$ cat src/rtl/aes_pkg.sv
// Shared constants, FSM state type and sizing helpers for the AES output interface.
package aes_pkg;

   localparam int AES_BLK_W = 128;

   typedef enum logic {
      IDLE = 1'b0,
      SEND = 1'b1
   } ser_state_e;

   function automatic int words_of(input int word_w);
      return AES_BLK_W / word_w;
   endfunction

   function automatic int cnt_w_of(input int words);
      return (words > 1) ? $clog2(words) : 1;
   endfunction

endpackage

$ cat src/rtl/aes_blk_fifo.sv
// DEPTH x 128-bit circular block buffer; a push while full is accepted only when
// the head block is popped in the same cycle, otherwise it is reported as dropped.
module aes_blk_fifo
   import aes_pkg::*;
#(
   parameter int DEPTH = 2,
   localparam int PTR_W = (DEPTH > 1) ? $clog2(DEPTH) : 1,
   localparam int CNT_W = $clog2(DEPTH + 1)
) (
   input  logic                 clk,
   input  logic                 rst,
   input  logic                 push,
   input  logic [AES_BLK_W-1:0] push_data,
   input  logic                 pop,
   output logic [AES_BLK_W-1:0] head_data,
   output logic [CNT_W-1:0]     count,
   output logic                 full,
   output logic                 empty,
   output logic                 push_drop
);

   logic [AES_BLK_W-1:0] mem_q [DEPTH];
   logic [PTR_W-1:0]     wr_ptr_q, wr_ptr_d;
   logic [PTR_W-1:0]     rd_ptr_q, rd_ptr_d;
   logic [CNT_W-1:0]     count_q, count_d;
   logic                 pop_ok;
   logic                 push_ok;

   function automatic logic [PTR_W-1:0] ptr_inc(input logic [PTR_W-1:0] p);
      return (p == PTR_W'(DEPTH - 1)) ? '0 : p + 1'b1;
   endfunction

   always_comb begin
      pop_ok   = pop && (count_q != '0);
      push_ok  = push && ((count_q != CNT_W'(DEPTH)) || pop_ok);
      wr_ptr_d = wr_ptr_q;
      rd_ptr_d = rd_ptr_q;
      count_d  = count_q;
      if (push_ok) begin
         wr_ptr_d = ptr_inc(wr_ptr_q);
      end
      if (pop_ok) begin
         rd_ptr_d = ptr_inc(rd_ptr_q);
      end
      if (push_ok && !pop_ok) begin
         count_d = count_q + 1'b1;
      end else if (pop_ok && !push_ok) begin
         count_d = count_q - 1'b1;
      end
   end

   always_ff @(posedge clk or negedge rst) begin
      if (!rst) begin
         wr_ptr_q <= '0;
         rd_ptr_q <= '0;
         count_q  <= '0;
      end else begin
         wr_ptr_q <= wr_ptr_d;
         rd_ptr_q <= rd_ptr_d;
         count_q  <= count_d;
      end
   end

   // Storage needs no reset: occupancy alone decides what is readable.
   always_ff @(posedge clk) begin
      if (push_ok) begin
         mem_q[wr_ptr_q] <= push_data;
      end
   end

   assign head_data = mem_q[rd_ptr_q];
   assign count     = count_q;
   assign full      = (count_q == CNT_W'(DEPTH));
   assign empty     = (count_q == '0);
   assign push_drop = push && !push_ok;

endmodule

$ cat src/rtl/aes_output_interface.sv
// Buffers ciphertext blocks and streams them MSW-first on a valid/ready port.
// Define AES_OUT_PARITY_EN to add the per-byte out_par output.
module aes_output_interface
   import aes_pkg::*;
#(
   parameter int WORD_W = 32,
   parameter int DEPTH  = 2
) (
   input  logic                 clk,
   input  logic                 rst,
   input  logic                 ct_valid,
   input  logic [AES_BLK_W-1:0] cipher_text,
   output logic                 space_avail,
   output logic                 out_valid,
   input  logic                 out_ready,
   output logic [WORD_W-1:0]    out_data,
   output logic                 out_last,
   output logic                 overflow,
   input  logic                 clr_ovf
`ifdef AES_OUT_PARITY_EN
   ,
   output logic [WORD_W/8-1:0]  out_par
`endif
);

   localparam int WORDS  = words_of(WORD_W);
   localparam int WCNT_W = cnt_w_of(WORDS);
   localparam int FCNT_W = $clog2(DEPTH + 1);

   logic [AES_BLK_W-1:0] head_data;
   logic [AES_BLK_W-1:0] head_shift;
   logic [FCNT_W-1:0]    fifo_count;
   logic                 fifo_full;
   logic                 fifo_empty;
   logic                 push_drop;
   logic                 blk_pop;
   logic                 push_acc;
   logic                 hs;
   logic                 last_word;
   logic [WORD_W-1:0]    out_data_c;

   ser_state_e           state_q, state_d;
   logic [WCNT_W-1:0]    word_cnt_q, word_cnt_d;
   logic                 out_valid_q, out_valid_d;
   logic                 out_last_q, out_last_d;
   logic                 overflow_q, overflow_d;

   aes_blk_fifo #(
      .DEPTH(DEPTH)
   ) u_blk_fifo (
      .clk       (clk),
      .rst       (rst),
      .push      (ct_valid),
      .push_data (cipher_text),
      .pop       (blk_pop),
      .head_data (head_data),
      .count     (fifo_count),
      .full      (fifo_full),
      .empty     (fifo_empty),
      .push_drop (push_drop)
   );

   // A block leaves the buffer only when its final word is handed off.
   always_comb begin
      hs          = out_valid_q && out_ready;
      last_word   = (word_cnt_q == WCNT_W'(WORDS - 1));
      blk_pop     = hs && last_word;
      push_acc    = ct_valid && !push_drop;
      state_d     = state_q;
      word_cnt_d  = word_cnt_q;
      case (state_q)
         IDLE: begin
            word_cnt_d = '0;
            if (push_acc || !fifo_empty) begin
               state_d = SEND;
            end
         end
         SEND: begin
            if (hs) begin
               if (!last_word) begin
                  word_cnt_d = word_cnt_q + 1'b1;
               end else begin
                  word_cnt_d = '0;
                  if (!(fifo_count > FCNT_W'(1)) && !push_acc) begin
                     state_d = IDLE;
                  end
               end
            end
         end
         default: begin
            state_d    = IDLE;
            word_cnt_d = '0;
         end
      endcase
      out_valid_d = (state_d == SEND);
      out_last_d  = (state_d == SEND) && (word_cnt_d == WCNT_W'(WORDS - 1));
      overflow_d  = push_drop ? 1'b1 : (clr_ovf ? 1'b0 : overflow_q);
   end

   always_ff @(posedge clk or negedge rst) begin
      if (!rst) begin
         state_q     <= IDLE;
         word_cnt_q  <= '0;
         out_valid_q <= 1'b0;
         out_last_q  <= 1'b0;
         overflow_q  <= 1'b0;
      end else begin
         state_q     <= state_d;
         word_cnt_q  <= word_cnt_d;
         out_valid_q <= out_valid_d;
         out_last_q  <= out_last_d;
         overflow_q  <= overflow_d;
      end
   end

   always_comb begin
      head_shift = head_data << (int'(word_cnt_q) * WORD_W);
      out_data_c = out_valid_q ? head_shift[AES_BLK_W-1 -: WORD_W] : '0;
   end

`ifdef AES_OUT_PARITY_EN
   always_comb begin
      out_par = '0;
      for (int i = 0; i < WORD_W / 8; i++) begin
         out_par[i] = ^out_data_c[8*i +: 8];
      end
   end
`endif

   assign space_avail = !fifo_full;
   assign out_valid   = out_valid_q;
   assign out_data    = out_data_c;
   assign out_last    = out_last_q;
   assign overflow    = overflow_q;

endmodule

$ cat config.mk
export PLATFORM = sky130hd
export DESIGN_NAME = aes_output_interface
export DESIGN_NICKNAME = d
export VERILOG_FILES = /design/src/rtl/aes_pkg.sv /design/src/rtl/aes_blk_fifo.sv /design/src/rtl/aes_output_interface.sv
export SDC_FILE = /design/constraint.sdc
export NUM_CORES = 1
export LEC_CHECK = 0
export BUFFER_PORTS_ARGS = -buffer_cell sky130_fd_sc_hd__buf_2
export CAP_MARGIN = 20
export CORE_ASPECT_RATIO = 0.8
export CORE_MARGIN = 3
export CORE_UTILIZATION = 40
export DETAILED_ROUTE_END_ITERATION = 16
export PLACE_DENSITY = 0.72
export SYNTH_ARGS = -nofsm -noshare
export SYNTH_HDL_FRONTEND = slang
export SYNTH_HIERARCHICAL = 1
export SYNTH_SLANG_ARGS = --single-unit
$ cat constraint.sdc
create_clock -name clk -period 21.2 [get_ports clk]
set_input_delay 4.24 -clock clk [delete_from_list [all_inputs] [get_ports clk]]
set_output_delay 4.24 -clock clk [all_outputs]
set_load 0.02 [all_outputs]
==> impl_metrics.json <==
{
  "drtPass1Iterations": 4,
  "synth_top_cell_by_area": "edfxtp_1",
  "synth_common_cells": "edfxtp_1 (256), mux2_2 (128), mux2i_1 (65)",
  "hold_violations": 0,
  "start_kind": "flip-flop",
  "synth-edff-count": 256,
  "cts_buffers": 27,
  "diodes": 0,
  "grt_pass1_wl_um": 31300,
  "cts_hold_buf": 0,
  "nets": 861,
  "skew_ns": 0.0114,
  "yosysWarnings": 6,
  "rsz0062_at_grt": "no",
  "worstRegToRegCells": 7,
  "post_cts_buffers": 0,
  "cts_buffer_depth": 3,
  "dp.final_hpwl_um": 12200,
  "ir_drop_uv": 97.1,
  "dr_total_vias": 5419,
  "post-place-cells": 1048,
  "cp-startpoint": "u_blk_fifo/rd_ptr_q",
  "die_y_um": 152,
  "endpoint": "out_data[29]",
  "r2r_slack_ns": 16.81,
  "max_freq_ghz": 0.131,
  "die_width_um": 189,
  "viasPerCell": 4.96,
  "pre_cts_slack_ns": 14.10,
  "reg2reg_from": "word_cnt_q[1]",
  "synth_seq_cells": 265,
  "crit_fanout": 73,
  "track_usage_pct": 13.6,
  "fin_util_pct": 48.6,
  "slew_viol_final": 0,
  "h-tree-depth": 1,
  "rows": 52,
  "drive_gt1_share_pct": 46.2,
  "grt.overflow.total": 0,
  "clock_latency_ns": 0.52,
  "io_pins": 169,
  "fin_hold_ws_ns": 0.500,
  "status": "complete, no violations",
  "power.density_mw_per_mm2": 143,
  "p_leak_nw": 4.59,
  "yosysTopAreaCellShare_pct": 71.9,
  "grt_pass1_vias": 5609,
  "critPathRequiredTime_ns": 16.96,
  "crit_type": "reg2out",
  "syn_avg_cell_area_um2": 19.4,
  "max_cap_viol_count": 0,
  "synthFlopType": "edfxtp_1",
  "fin_setup_tns_ns": 0,
  "ant_nets": 0,
  "crit_arrival_ns": 3.41,
  "hp-class": "reg2reg",
  "antenna_found_initial": 3,
  "cts_tree": "built",
  "grt_max_degree": 74,
  "relSlewSlack_pct": 31.7,
  "clockRootBuffer": "clkbuf_16",
  "areaGrowthSynthToFinish_pct": 17.3,
  "hold_start": "overflow",
  "synthTopCellsByArea": "edfxtp_1 (72%), mux2_2 (13%), mux2i_1 (6.1%), dfrtp_1 (2.1%), buf_6 (2.0%)",
  "syn_inst": 551,
  "clk_pin_slew_ns": 0.06,
  "cts_resized": 0,
  "worst_pin_slew_ns": 1.02,
  "syn_nets": 686,
  "synth_cell_types": 27,
  "drc": 0,
  "finalCriticalPeriod_ns": 7.65,
  "async_flop_share_pct": 3.40,
  "drt_iter0_drc": 225,
  "yosysMostFrequentCell": "edfxtp_1",
  "portBuffers": 168,
  "routed_wl_um": 20000,
  "timing.final.crit_share_pct": 36.1,
  "die-area_mm2": 0.0287,
  "critPathCaptureType": "primary output",
  "start_util_pct": 41.5,
  "setup_viol": 0,
  "layout.cells.non_filler": 1093,
  "clock-sinks": 265,
  "wl_per_cell_um": 18.3,
  "core_mm2": 0.0258,
  "yosysSeqAreaShare_pct": 74.1,
  "syn_area_mm2": 0.0107,
  "rr_endpoint": "u_blk_fifo/mem_q[1][33]",
  "gp_congestion": 0.727,
  "finalWorstSetupSlack_ns": 13.55
}
metal layers:
metal	GRT usage [%]	share of wire, %	vias up
met5	0	0.17	-
met4	2.80	1.9	6
met3	3.47	5.6	32
met2	21.4	47	140
met1	19.3	45	2704
li1	-	-	2537
placed cells by master (no fill, tap or decap):
cell / instances
buf_2: 168
nor2_4: 1
xnor2_1: 4
nor2_1: 3
buf_4: 5
a211oi_2: 1
o21ai_0: 1
edfxtp_1: 256
nor2b_1: 1
and3_1: 1
and4b_1: 1
a21oi_1: 1
clkinv_2: 4
nand2b_1: 1
o22ai_1: 33
mux2_2: 128
clkinv_1: 5
clkbuf_1: 7
clkinvlp_4: 1
or3b_1: 1
nand2_2: 1
mux2i_1: 65
o21ai_2: 1
nor3b_1: 1
ha_1: 2
clkbuf_16: 27
nand2b_4: 1
inv_1: 7
dfrtp_4: 2
a21o_1: 1
xor2_1: 1
nand2b_2: 1
dfrtp_1: 7
inv_6: 1
and2_4: 1
cells by family after synthesis:
| logic type | after synthesis | share of synthesized area (%) |
|---|---|---|
| and+or+nand+nor | 14 | 0.843 |
| AOI/OAI and AO/OA | 38 | 2.30 |
| xor gates and xnor gates | 5 | 0.410 |
| muxes | 193 | 19.6 |
| adders and majority gates | 2 | 0.234 |
| buffers and inverters | 34 | 2.59 |
| DFF | 265 | 74.1 |
per-stage QoR:
stage / instance area (µm²) / power, mW
6_report: 12500 / 1.80
5_1_grt: 12500 / 1.90
4_1_cts: 12500 / 1.82
3_5_place_dp: 11800 / 1.41
3_3_place_gp: 11800 / 1.40
2_1_floorplan: 10700 / 1.27
critical path, stage by stage, from the launching register on:
cell and delay, ns:
dfrtp_4 0.94, buf_4 0.87, mux2_2 0.42, mux2i_1 0.19, o22ai_1 0.11, buf_2 0.21
power breakdown:
| group | switching [mW] | leakage [nW] | internal (mW) |
|---|---|---|---|
| clock network | 0.179 | 0.369 | 0.232 |
| logic | 0.337 | 1.74 | 0.261 |
| registers | 0.0667 | 2.48 | 0.721 |
worst min-delay path by stage:
| stage | slack (ns) | to | cells past startpoint |
|---|---|---|---|
| finish | 0.50 | overflow | 1 |
| global placement | 0.46 | overflow | 1 |
| detailed placement | 0.50 | overflow | 1 |
| CTS | 0.51 | overflow | 1 |
| floorplan | 0.46 | u_blk_fifo/wr_ptr_q | 1 |
| global route | 0.53 | overflow | 1 |
sequential cells by signal, summed over array words and instances, names as in the netlist:
name and flops:
u_blk_fifo/mem_q 256, u_blk_fifo/count 2, word_cnt_q 2, out_last 1, out_valid 1, overflow 1, u_blk_fifo/rd_ptr_q 1, u_blk_fifo/wr_ptr_q 1
cell type report:
type,instances,area (µm²)
inverters,7,26.3
repair buffers,173,878
well taps,351,439
flip-flops and latches,265,7920
multi-input cells,252,2510
fillers,2195,13200
clock inverters,11,55.1
clock buffers,34,702
(Power assumes the default switching activity.)
